--- src/rtl/servo_pwm_capture.sv ---
// Servo PWM capture: measures high time and rise-to-rise period of an
// asynchronous PWM input in microseconds, with range and timeout flags.
module servo_pwm_capture #(
  parameter int TICKS_PER_US = 50,
  parameter int MIN_PULSE_US = 500,
  parameter int MAX_PULSE_US = 2500,
  parameter int TIMEOUT_US   = 25000
) (
  input  logic        clk,
  input  logic        rst,
  input  logic        pwm_in,
  output logic [15:0] pulse_us,
  output logic [15:0] period_us,
  output logic        pulse_valid,
  output logic        err_range,
  output logic        err_timeout,
  output logic        signal_lost
);

  // state | meaning
  // SYNC  | not tracking; wait for a rising edge to start a measurement
  // HIGH  | input high; width_cnt accumulating
  // LOW   | width latched; waiting for the next rise to publish
  typedef enum logic [1:0] {ST_SYNC, ST_HIGH, ST_LOW} state_t;

  localparam int PW = (TICKS_PER_US > 1) ? $clog2(TICKS_PER_US) : 1;
  localparam logic [PW-1:0] PRE_LAST = PW'(TICKS_PER_US - 1);
  localparam logic [15:0]   MIN_US   = 16'(MIN_PULSE_US);
  localparam logic [15:0]   MAX_US   = 16'(MAX_PULSE_US);
  localparam logic [15:0]   TO_LAST  = 16'(TIMEOUT_US - 1);

  state_t r_state, w_state_nxt;

  logic          r_sync1, r_sync2, r_hist;
  logic [1:0]    r_arm_cnt;
  logic          r_rise, r_fall;
  logic [PW-1:0] r_presc;
  logic [15:0]   r_width_cnt, r_per_cnt, r_width;

  logic          w_armed, w_tick, w_timeout, w_publish, w_latch;
  logic [15:0]   w_width_nxt, w_per_nxt;

  // Edges are only trusted once the whole chain holds real samples, so a
  // pulse already high when reset releases is never seen as a rise.
  assign w_armed = (r_arm_cnt == 2'd3);

  always_ff @(posedge clk or posedge rst) begin
    if (rst) begin
      r_sync1   <= 1'b0;
      r_sync2   <= 1'b0;
      r_hist    <= 1'b0;
      r_arm_cnt <= 2'd0;
      r_rise    <= 1'b0;
      r_fall    <= 1'b0;
    end else begin
      r_sync1 <= pwm_in;
      r_sync2 <= r_sync1;
      r_hist  <= r_sync2;
      if (!w_armed) r_arm_cnt <= r_arm_cnt + 2'd1;
      r_rise  <= w_armed &  r_sync2 & ~r_hist;
      r_fall  <= w_armed & ~r_sync2 &  r_hist;
    end
  end

  assign w_tick = (r_presc == PRE_LAST);

  always_ff @(posedge clk or posedge rst) begin
    if (rst)         r_presc <= '0;
    else if (r_rise) r_presc <= '0;
    else if (w_tick) r_presc <= '0;
    else             r_presc <= r_presc + 1'b1;
  end

  // Next values include this cycle's tick so a latch or publish sees a
  // whole number of completed microseconds.
  always_comb begin
    w_per_nxt   = r_per_cnt;
    w_width_nxt = r_width_cnt;
    if (w_tick && r_per_cnt != 16'hFFFF) w_per_nxt = r_per_cnt + 16'd1;
    if (w_tick && r_state == ST_HIGH && r_width_cnt != 16'hFFFF)
      w_width_nxt = r_width_cnt + 16'd1;
  end

  always_ff @(posedge clk or posedge rst) begin
    if (rst) begin
      r_per_cnt   <= 16'd0;
      r_width_cnt <= 16'd0;
    end else if (r_rise) begin
      r_per_cnt   <= 16'd0;
      r_width_cnt <= 16'd0;
    end else begin
      r_per_cnt   <= w_per_nxt;
      r_width_cnt <= w_width_nxt;
    end
  end

  assign w_timeout = (r_state != ST_SYNC) && w_tick && (r_per_cnt == TO_LAST);

  always_ff @(posedge clk or posedge rst) begin
    if (rst) r_state <= ST_SYNC;
    else     r_state <= w_state_nxt;
  end

  always_comb begin
    w_state_nxt = r_state;
    w_publish   = 1'b0;
    w_latch     = 1'b0;
    case (r_state)
      ST_SYNC: if (r_rise) w_state_nxt = ST_HIGH;
      ST_HIGH: begin
        if (w_timeout) begin
          w_state_nxt = ST_SYNC;
        end else if (r_fall) begin
          w_latch     = 1'b1;
          w_state_nxt = ST_LOW;
        end
      end
      ST_LOW: begin
        if (w_timeout) begin
          w_state_nxt = ST_SYNC;
        end else if (r_rise) begin
          w_publish   = 1'b1;
          w_state_nxt = ST_HIGH;
        end
      end
      default: w_state_nxt = ST_SYNC;
    endcase
  end

  always_ff @(posedge clk or posedge rst) begin
    if (rst) begin
      r_width     <= 16'd0;
      pulse_us    <= 16'd0;
      period_us   <= 16'd0;
      pulse_valid <= 1'b0;
      err_range   <= 1'b0;
      err_timeout <= 1'b0;
      signal_lost <= 1'b1;
    end else begin
      if (w_latch) r_width <= w_width_nxt;
      pulse_valid <= w_publish;
      err_range   <= w_publish && ((r_width < MIN_US) || (r_width > MAX_US));
      err_timeout <= w_timeout;
      if (w_publish) begin
        pulse_us  <= r_width;
        period_us <= w_per_nxt;
      end
      if (w_timeout)      signal_lost <= 1'b1;
      else if (w_publish) signal_lost <= 1'b0;
    end
  end

endmodule
--- config.mk ---
export PLATFORM = sky130hd
export DESIGN_NAME = servo_pwm_capture
export DESIGN_NICKNAME = d
export VERILOG_FILES = /design/src/rtl/servo_pwm_capture.sv
export SDC_FILE = /design/constraint.sdc
export NUM_CORES = 1
export LEC_CHECK = 0
export CAP_MARGIN = 20
export CORE_AREA = 8 8 116 118
export DETAILED_ROUTE_END_ITERATION = 12
export DIE_AREA = 0 0 124 126
export GPL_TIMING_DRIVEN = 0
export PLACE_DENSITY = 0.64
export SETUP_SLACK_MARGIN = 0.4
export SKIP_CTS_REPAIR_TIMING = 1
export SLEW_MARGIN = 20
export SYNTH_ARGS = -nofsm -noshare
export SYNTH_HDL_FRONTEND = slang
export SYNTH_SLANG_ARGS = --single-unit
--- constraint.sdc ---
create_clock -name clk -period 10.25 [get_ports clk]
set_input_delay 2.05 -clock clk [delete_from_list [all_inputs] [get_ports clk]]
set_output_delay 2.05 -clock clk [all_outputs]
set_load 0.02 [all_outputs]
# Word-level counts from Yosys, hierarchy flattened
# Index checks and enable logic that the tools add are counted.
# totals
rom_bits	0
ff_bits	99
input_bits	3
latch_bits	0
ram_bits	0
word_cells	66
output_inout_bits	36
memories	0
# classes
eq_ne	8
n_shift	0
mul	0
div_mod_pow	0
n_addsub	4
reduce_logical	10
n_mux	19
bitwise	6
n_lt_le_gt_ge	2
# ops
operator	n
$mux W16	4
$add A16 B1 Y16 const B	2
$ne A16 B16 Y1 const B	2
$eq A16 B15 Y1 const B	1
$gt A16 B12 Y1 const B	1
$lt A16 B9 Y1 const B	1
$mux W6	2
$mux W1	8
$mux W2	4
$add A6 B1 Y6 const B	1
$eq A6 B6 Y1 const B	1
$logic_and A1 B1 Y1	6
$pmux W2 S3	1
$and A1 B1 Y1	4
$eq A2 B2 Y1 const B	2
$reduce_bool A2 Y1	2
$ne A3 B3 Y1 const B	1
$add A2 B1 Y2 const B	1
$eq A2 B1 Y1 const B	1
$logic_not A2 Y1	1
$not A1 Y1	2
$logic_or A1 B1 Y1	1

# Logic depth before layout (Yosys ltp)
# Gate-level depths: netlist of the first run.
# depth
depth_word	7
ltp_mapped	8
mapped_depth_nobuf	7

# Worst setup path before layout of the first run
# Ideal clock, no wire load.
# synth_path
path_type	reg-to-output
startpoint	register signal_lost
endpoint	output signal_lost
t_arrival_ps	563
path_stages_with_launch	1
path_buffers	0
required_ps	8200
slack_ps	7637
cell_sequence	dfstp_2
# synth_lines
element	line_no	text
start: declaration	17	output logic signal_lost
start signal: assignment	138	signal_lost <= 1'b1;
start signal: assignment	148	if (w_timeout) signal_lost <= 1'b1;
start signal: assignment	149	else if (w_publish) signal_lost <= 1'b0;
# No word-level cell between the ends.

# Final worst setup path of the first run
# layout_path
startpoint	register signal_lost
endpoint	output signal_lost
# No word-level cell between the ends.

==> implementation parameters, run 1 <==
Parameter                              Value

Global routing
  Overflow left after global routing ... 0
  Global router's overall resource usage ... 0.123
  Met1 demand-to-capacity share in global routing ... 0.170
  First-pass GRT wire length ... 15,400 um
  Met3 demand-to-capacity share in global routing ... 0.0304
  Pin count of the biggest net entering global routing ... 76
  Number of global-route vias before repair ... 3,100
  Initial antenna violation count ... 0
  Most used routing layer in global routing ... met2
  GRT met2 Usage ... 0.179

Pwr
  Pleak ... 2.33 nW
  Total power density per cell area ... 159 nW/um^2
  Total power consumption of the routed design ... 0.835 mW
  Worst IR drop on VDD ... 0.0000862 V

Place
  Cell count after placement ... 587
  Total placed instance area ... 4920 sq um
  # port buffers ... 38
  Post-detail-place hpwl ... 6460 um
  Setup slack at placement ... 7.10 ns
  Final GP Congestion ... 0.868

Floorplanning
  Core area ... 11,700 sq um
  Chip width ... 124 um
  IO Pins ... 39
  Starting utilization of the core area ... 0.369
  Overall die area ... 15,600 sq um
  Chip height ... 126 um
  Number of placement rows ... 40

Timing
  Hold_ws ... 0.351 ns
  Final sum of negative setup slack ... 0 ns
  Finish-stage setup viols ... 0
  Unrepaired setup endpoints after global routing ... no
  Fmax ... 285 MHz
  Final number of hold-violating endpoints ... 0
  Period utilization ... 0.343
  Transition time at the pin with the least slew margin ... 0.616 ns
  Fin Clk Skew ... 0.00698 ns
  Max-slew violation total from the final report ... 0
  Final critical-path setup slack ... 6.74 ns
  Time the worst path needs with I/O delays and setup ... 3.51 ns
  Remaining max-slew budget at the tightest pin ... 0.586

Finish
  Share of final-layout standard cells stronger than drive strength 1 ... 0.118
  Fin cells ... 603
  Nets ... 459
  Synthesis-to-layout area growth ... 21.6%
  Fill cell total of the finished layout ... 1,092
  Storage cell area ... 2480 sq um
  Final standard cell utilization of the core ... 0.449
  Final instance area ... 5260 sq um
  Area occupied by multi-input gates ... 1730 sq um
  Antenna diode count ... 0

Synthesis
  Number of distinct library cells after synthesis ... 50
  Synthesized area per cell ... 10.8 sq um
  Synth Area in Simple Gates ... 0.205
  Synthesized-area fraction occupied by adder cells ... 0.0145
  Total nets after synthesis ... 409
  Number of instances in the synthesized netlist ... 401
  Post-Syn Area ... 4330 sq um
  Number of register bits inferred by synthesis ... 99
  Fraction of post-synthesis cell area in the top cell type by area ... 0.567
  Xor and xnor fraction of the mapped netlist area ... 0.0567
  Warnings from Yosys ... 0
  Compound-Gate Fraction of Synth Area ... 0.0685
  Proportion of synthesized area in mux cells ... 0.0558
  Sequential area share after synthesis ... 0.573
  Area contributors post-synth ... sky130_fd_sc_hd__dfrtp_1, sky130_fd_sc_hd__nor2_1, sky130_fd_sc_hd__nand2_1
  Main combinational cell family by area after synthesis ... simple AND/OR/NAND/NOR gates
  Most area-hungry cell type in the Yosys netlist ... sky130_fd_sc_hd__dfrtp_1

Worst setup path
  CP max FO ... 2
  Worst EP required ... 8.20 ns
  Critical path start-end classification ... reg -> out
  Critical path's top delay family ... buffers and inverters
  Data arrival time at the worst-slack endpoint ... 1.46 ns
  Startpoint of the lowest-slack register-to-register path ... r_presc[1]
  Crit. End Element ... output pin
  Maximum single-stage delay on the critical path ... 0.59 ns
  Destination of the worst register-to-register timing path ... period_us[10]
  Critical-path top delay cell ... sky130_fd_sc_hd__clkdlybuf4s50_1
  Kind of launch point of the worst setup path ... register
  Worst R2R Path Depth ... 7
  Chain of cells forming the critical path ... clkdlybuf4s50_1
  Start point of the critical path ... signal_lost
  Register-to-register path setup slack ... 8.14 ns
  Endpoint of the worst setup timing path ... signal_lost
  Number of cells on the critical path ... 1
  Sum of buffers and inverters on the critical path ... 1

Detailed routing
  DRC violations left ... 0
  First-pass iteration count of the detailed router ... 4
  Routed wire length per instance ... 14.8 um
  Total number of vias ... 3,066
  Antenna violation net count after detailed routing ... 0
  Number of DRC violations after detailed-routing iteration 0 ... 223
  DRT Wirelength ... 8940 um
  Routed vias/inst ... 5.08

Clock tree
  Maximum level of the CTS H-tree ... 3
  Insertion delay to the later sink of the worst-skew pair ... 0.34 ns
  Largest buffer count on any clock path ... 2
  Clock tree from TritonCTS ... yes
  Library cell used as clock root buffer ... sky130_fd_sc_hd__clkbuf_16
  Sinks on Clock Net ... 99
  Clock buffer count from CTS ... 9
  Clock transition at the registers of the reported paths ... 0.07 ns

Status
  Result of the run ... complete, no violations

Hold path
  Worst Hold Class ... reg -> reg

Run
  MaxCap Viol Count ... 0
-- final cells by class --
| class | count | area share |
|---|---|---|
| flip-flops and latches | 99 | 0.471 |
| multi-input cells | 278 | 0.330 |
| repair buffers | 39 | 0.0775 |
| clock buffers | 9 | 0.0428 |
| well taps | 147 | 0.0349 |
| clock inverters | 7 | 0.0216 |
| plain buffers | 17 | 0.0166 |
| inverters | 7 | 0.00594 |
-- cell usage in the layout, fill, tap and decap left out, types with 9 or more instances in the layout --
master	count
sky130_fd_sc_hd__mux2_2	15
sky130_fd_sc_hd__nand4_1	15
sky130_fd_sc_hd__clkbuf_16	9
sky130_fd_sc_hd__nand2_1	47
sky130_fd_sc_hd__nor2_1	49
sky130_fd_sc_hd__dfrtp_1	98
sky130_fd_sc_hd__clkdlybuf4s50_1	38
sky130_fd_sc_hd__o21ai_0	28
sky130_fd_sc_hd__xnor2_1	17
sky130_fd_sc_hd__xor2_1	11
sky130_fd_sc_hd__nand3_1	16
-- kinds of logic after synthesis --
family	count (synthesis)
and+or+nand+nor	174
DFF	99
adders and majority gates	5
AOI/OAI and AO/OA	49
buffers and inverters	24
xor gates and xnor gates	28
muxes	22
-- sequential cells by signal, indices dropped and copies added, names as in the netlist --
name,cells
r_sync1,1
r_presc,6
r_arm_cnt,2
pulse_valid,1
r_rise,1
period_us,16
signal_lost,1
r_fall,1
r_sync2,1
err_range,1
r_per_cnt,16
r_hist,1
r_width,16
r_state,2
r_width_cnt,16
pulse_us,16
err_timeout,1
-- power breakdown --
group / internal (mW) / switching [mW]
Clock: 0.238 / 0.142
Combinational: 0.0167 / 0.0280
Sequential: 0.400 / 0.0109
-- cell usage after synthesis, drive strengths merged --
| cell type | count |
|---|---|
| and4bb | 2 |
| ha | 5 |
| a21oi | 2 |
| a31oi | 2 |
| and4b | 1 |
| and4 | 2 |
| nand2 | 48 |
| nand2b | 1 |
| o211ai | 1 |
| o21ai | 35 |
| a211o | 1 |
| nor3 | 7 |
| a21o | 1 |
| nor2 | 49 |
| nor2b | 1 |
| nand4bb | 1 |
| nand4 | 17 |
| xor2 | 11 |
| and2 | 4 |
| buf | 10 |
| and3b | 2 |
| a2bb2oi | 1 |
| xnor2 | 17 |
| o41ai | 1 |
| dfstp | 1 |
| nor4 | 7 |
| or2 | 1 |
| or4 | 1 |
| or3 | 1 |
| mux2i | 5 |
| clkbuf | 7 |
| inv | 7 |
| nor4b | 4 |
| nand3 | 16 |
| and3 | 6 |
| nor3b | 2 |
| mux2 | 17 |
| nand3b | 1 |
| dfrtp | 98 |
| o31ai | 4 |
| o2111ai | 1 |
-- routing by layer --
metal | part of all wire | wire length (um)
met1 | 0.48 | 4320
met4 | 0.017 | 155
met2 | 0.45 | 4010
met5 | 0 | 0
met3 | 0.050 | 447
-- how the worst min path moves through the flow --
stage / start / endpoint / slack [ns] / cells after the start
6_report: r_sync1 / r_sync2 / 0.35 / 0
5_1_grt: r_sync1 / r_sync2 / 0.37 / 0
4_1_cts: r_sync1 / r_sync2 / 0.35 / 0
3_5_place_dp: r_sync1 / r_sync2 / 0.34 / 0
3_3_place_gp: r_sync1 / r_sync2 / 0.34 / 0
2_1_floorplan: r_sync1 / r_sync2 / 0.33 / 0
Power figures use the tool's default switching activity.
==> inputs of run 2 (changes only) <==
==> constraint.sdc (replaced) <==
create_clock -name clk -period 3.3 [get_ports clk]
set_input_delay 0.66 -clock clk [delete_from_list [all_inputs] [get_ports clk]]
set_output_delay 0.66 -clock clk [all_outputs]
set_load 0.02 [all_outputs]
==> run 2 against run 1 <==
  * Critical path depth rose by 6
  * Design area decreased by 0.59%
  * Combinational power grew to 3.3 times the previous value
  * Global-route usage increased by 0.16 points
  * Worst hold slack got worse by 0.00074 ns
  * Critical endpoint is now period_us[15]
  * Largest cell class unchanged
  * Highest routed layer unchanged
==> implementation parameters, run 2 (synthesis gave the netlist of run 1 again) <==
Parameter                              Value

Status
  Result of the run ... complete, no violations (unchanged)

Worst setup path
  Destination of the worst register-to-register timing path ... period_us[15] (was period_us[10])
  Worst R2R Path Depth ... 7 (unchanged)
  Crit. End Element ... register (was output pin)
  Data arrival time at the worst-slack endpoint ... 2.44 ns (was 1.46 ns)
  Critical path's top delay family ... simple AND/OR/NAND/NOR gates (was buffers and inverters)
  Worst EP required ... 3.51 ns (was 8.20 ns)
  Maximum single-stage delay on the critical path ... 0.61 ns (was 0.59 ns)
  Chain of cells forming the critical path ... inv_1 > ha_1 > nand4bb_1 > nor4_1 > nand4_1 > xnor2_1 > o21ai_1 (was clkdlybuf4s50_1)
  CP max FO ... 4 (was 2)
  Kind of launch point of the worst setup path ... register (unchanged)
  Critical path start-end classification ... reg -> reg (was reg -> out)
  Sum of buffers and inverters on the critical path ... 1 (unchanged)
  Register-to-register path setup slack ... 1.07 ns (was 8.14 ns)
  Startpoint of the lowest-slack register-to-register path ... r_presc[1] (unchanged)
  Critical-path top delay cell ... sky130_fd_sc_hd__nor4_1 (was sky130_fd_sc_hd__clkdlybuf4s50_1)

Pwr
  Worst IR drop on VDD ... 0.000245 V (was 0.0000862 V)
  Total power consumption of the routed design ... 2.39 mW (was 0.835 mW)
  Total power density per cell area ... 457 nW/um^2 (was 159 nW/um^2)
  Pleak ... 2.31 nW (was 2.33 nW)

Global routing
  Initial antenna violation count ... 0 (unchanged)
  First-pass GRT wire length ... 15,500 um (was 15,400 um)
  Pin count of the biggest net entering global routing ... 35 (was 76)
  Global router's overall resource usage ... 0.125 (was 0.123)
  Number of global-route vias before repair ... 3,119 (was 3,100)
  Overflow left after global routing ... 0 (unchanged)

Hold path
  Worst Hold Class ... reg -> reg (unchanged)
  Hold-critical path endpoint ... r_sync2 (unchanged)
  Startpoint of the worst hold path ... r_sync1 (unchanged)
  Number of cells traversed by the worst hold path ... 0 (unchanged)

Timing
  Final number of hold-violating endpoints ... 0 (unchanged)
  Transition time at the pin with the least slew margin ... 0.600 ns (was 0.616 ns)
  Fin Clk Skew ... 0.00890 ns (was 0.00698 ns)
  Max-slew violation total from the final report ... 0 (unchanged)
  Finish-stage setup viols ... 0 (unchanged)
  Final sum of negative setup slack ... 0 ns (unchanged)
  Remaining max-slew budget at the tightest pin ... 0.596 (was 0.586)
  Unrepaired setup endpoints after global routing ... no (unchanged)
  Time the worst path needs with I/O delays and setup ... 2.23 ns
  Period utilization ... 0.676
  Fmax ... 448 MHz

Clock tree
  Insertion delay to the later sink of the worst-skew pair ... 0.34 ns (about the same)
  Clock buffer count from CTS ... 9 (unchanged)
  Sinks on Clock Net ... 99 (unchanged)
  Library cell used as clock root buffer ... sky130_fd_sc_hd__clkbuf_16 (unchanged)
  Clock transition at the registers of the reported paths ... 0.07 ns (about the same)
  Largest buffer count on any clock path ... 2 (unchanged)
  Clock tree from TritonCTS ... yes (unchanged)
  Maximum level of the CTS H-tree ... 3 (unchanged)

Place
  # port buffers ... 38 (unchanged)
  Cell count after placement ... 589 (was 587)
  Total placed instance area ... 4960 sq um (was 4920 sq um)
  Final GP Congestion ... 0.869 (was 0.868)
  Post-detail-place hpwl ... 6720 um (was 6460 um)

Detailed routing
  Routed vias/inst ... 5.08 (about the same)
  Total number of vias ... 3,065 (was 3,066)
  DRC violations left ... 0 (unchanged)
  Number of DRC violations after detailed-routing iteration 0 ... 247 (was 223)
  DRT Wirelength ... 9030 um (was 8940 um)
  First-pass iteration count of the detailed router ... 4 (unchanged)
  Routed wire length per instance ... 15.0 um (was 14.8 um)
  Antenna violation net count after detailed routing ... 0 (unchanged)

Finish
  Most common library cell in the layout ignoring fill and taps ... sky130_fd_sc_hd__dfrtp_1 (unchanged)
  Synthesis-to-layout area growth ... 20.9% (was 21.6%)
  Final instance area ... 5230 sq um (was 5260 sq um)
  Commonest cells after routing, fill and taps aside ... sky130_fd_sc_hd__dfrtp_1, sky130_fd_sc_hd__nor2_1, sky130_fd_sc_hd__nand2_1 (unchanged)
  Antenna diode count ... 0 (unchanged)
  Final standard cell utilization of the core ... 0.447 (was 0.449)
  Fin cells ... 603 (unchanged)
  Nets ... 461 (was 459)
  Share of final-layout standard cells stronger than drive strength 1 ... 0.116 (was 0.118)

Floorplanning
  Core area ... 11,700 sq um (unchanged)
  Overall die area ... 15,600 sq um (unchanged)
  Number of placement rows ... 40 (unchanged)
  Chip width ... 124 um (unchanged)
  Chip height ... 126 um (unchanged)
  IO Pins ... 39 (unchanged)
  Starting utilization of the core area ... 0.369 (unchanged)

Run
  MaxCap Viol Count ... 0 (unchanged)
==> run 2: changes by cell type in the layout (fill, tap and decap cells not counted), sizes merged <==
| cell | before | now |
|---|---|---|
| inv | 8 | 6 |
| clkinv | 3 | 1 |
| buf | 11 | 13 |
| clkbuf | 16 | 19 |
| bufinv | 3 | 0 |
| clkinvlp | 0 | 2 |
==> run 2: per-stage QoR <==
stage,hold slack [ns],setup WS [ns]
global placement,0.335,0.498
detailed placement,0.338,1.09
global route,0.364,0.849
floorplan,0.331,1.42
CTS,0.353,1.07
finish,0.350,1.07
==> run 2: worst max path at each step <==
| stage | startpoint | end | slack, ns | cells after the start |
|---|---|---|---|---|
| after floorplan | r_presc[3] | pulse_us[10] | 1.42 | 5 |
| after global placement | rst | err_timeout | 0.50 | 2 |
| after detailed placement | r_presc[1] | period_us[15] | 1.09 | 7 |
| after CTS | r_presc[1] | period_us[15] | 1.07 | 7 |
| after global routing | r_presc[1] | period_us[15] | 0.85 | 7 |
| final | r_presc[1] | period_us[15] | 1.07 | 7 |
==> run 2: report_power, final <==
| group | total [mW] | internal (mW) | switching, mW |
|---|---|---|---|
| Clock | 0.969 | 0.543 | 0.426 |
| Combinational | 0.145 | 0.0564 | 0.0889 |
| Sequential | 1.28 | 1.24 | 0.0336 |
| Total | 2.39 | 1.84 | 0.549 |
==> run 2: layout make-up <==
class,instances,area [sq um]
Fill cell,1087,6480
Sequential cell,99,2480
Multi-Input combinational cell,278,1730
Timing Repair Buffer,41,448
Clock buffer,12,256
Tap cell,147,184
Buffer,17,87.6
Inverter,7,30.0
Clock inverter,2,12.5
==> run 2: metal layers <==
metal,track usage,share of wire,vias to the layer above
met5,0,0,-
met4,0.0630,0.021,0
met3,0.0268,0.043,14
met2,0.185,0.46,57
met1,0.167,0.48,1489
li1,-,-,1505
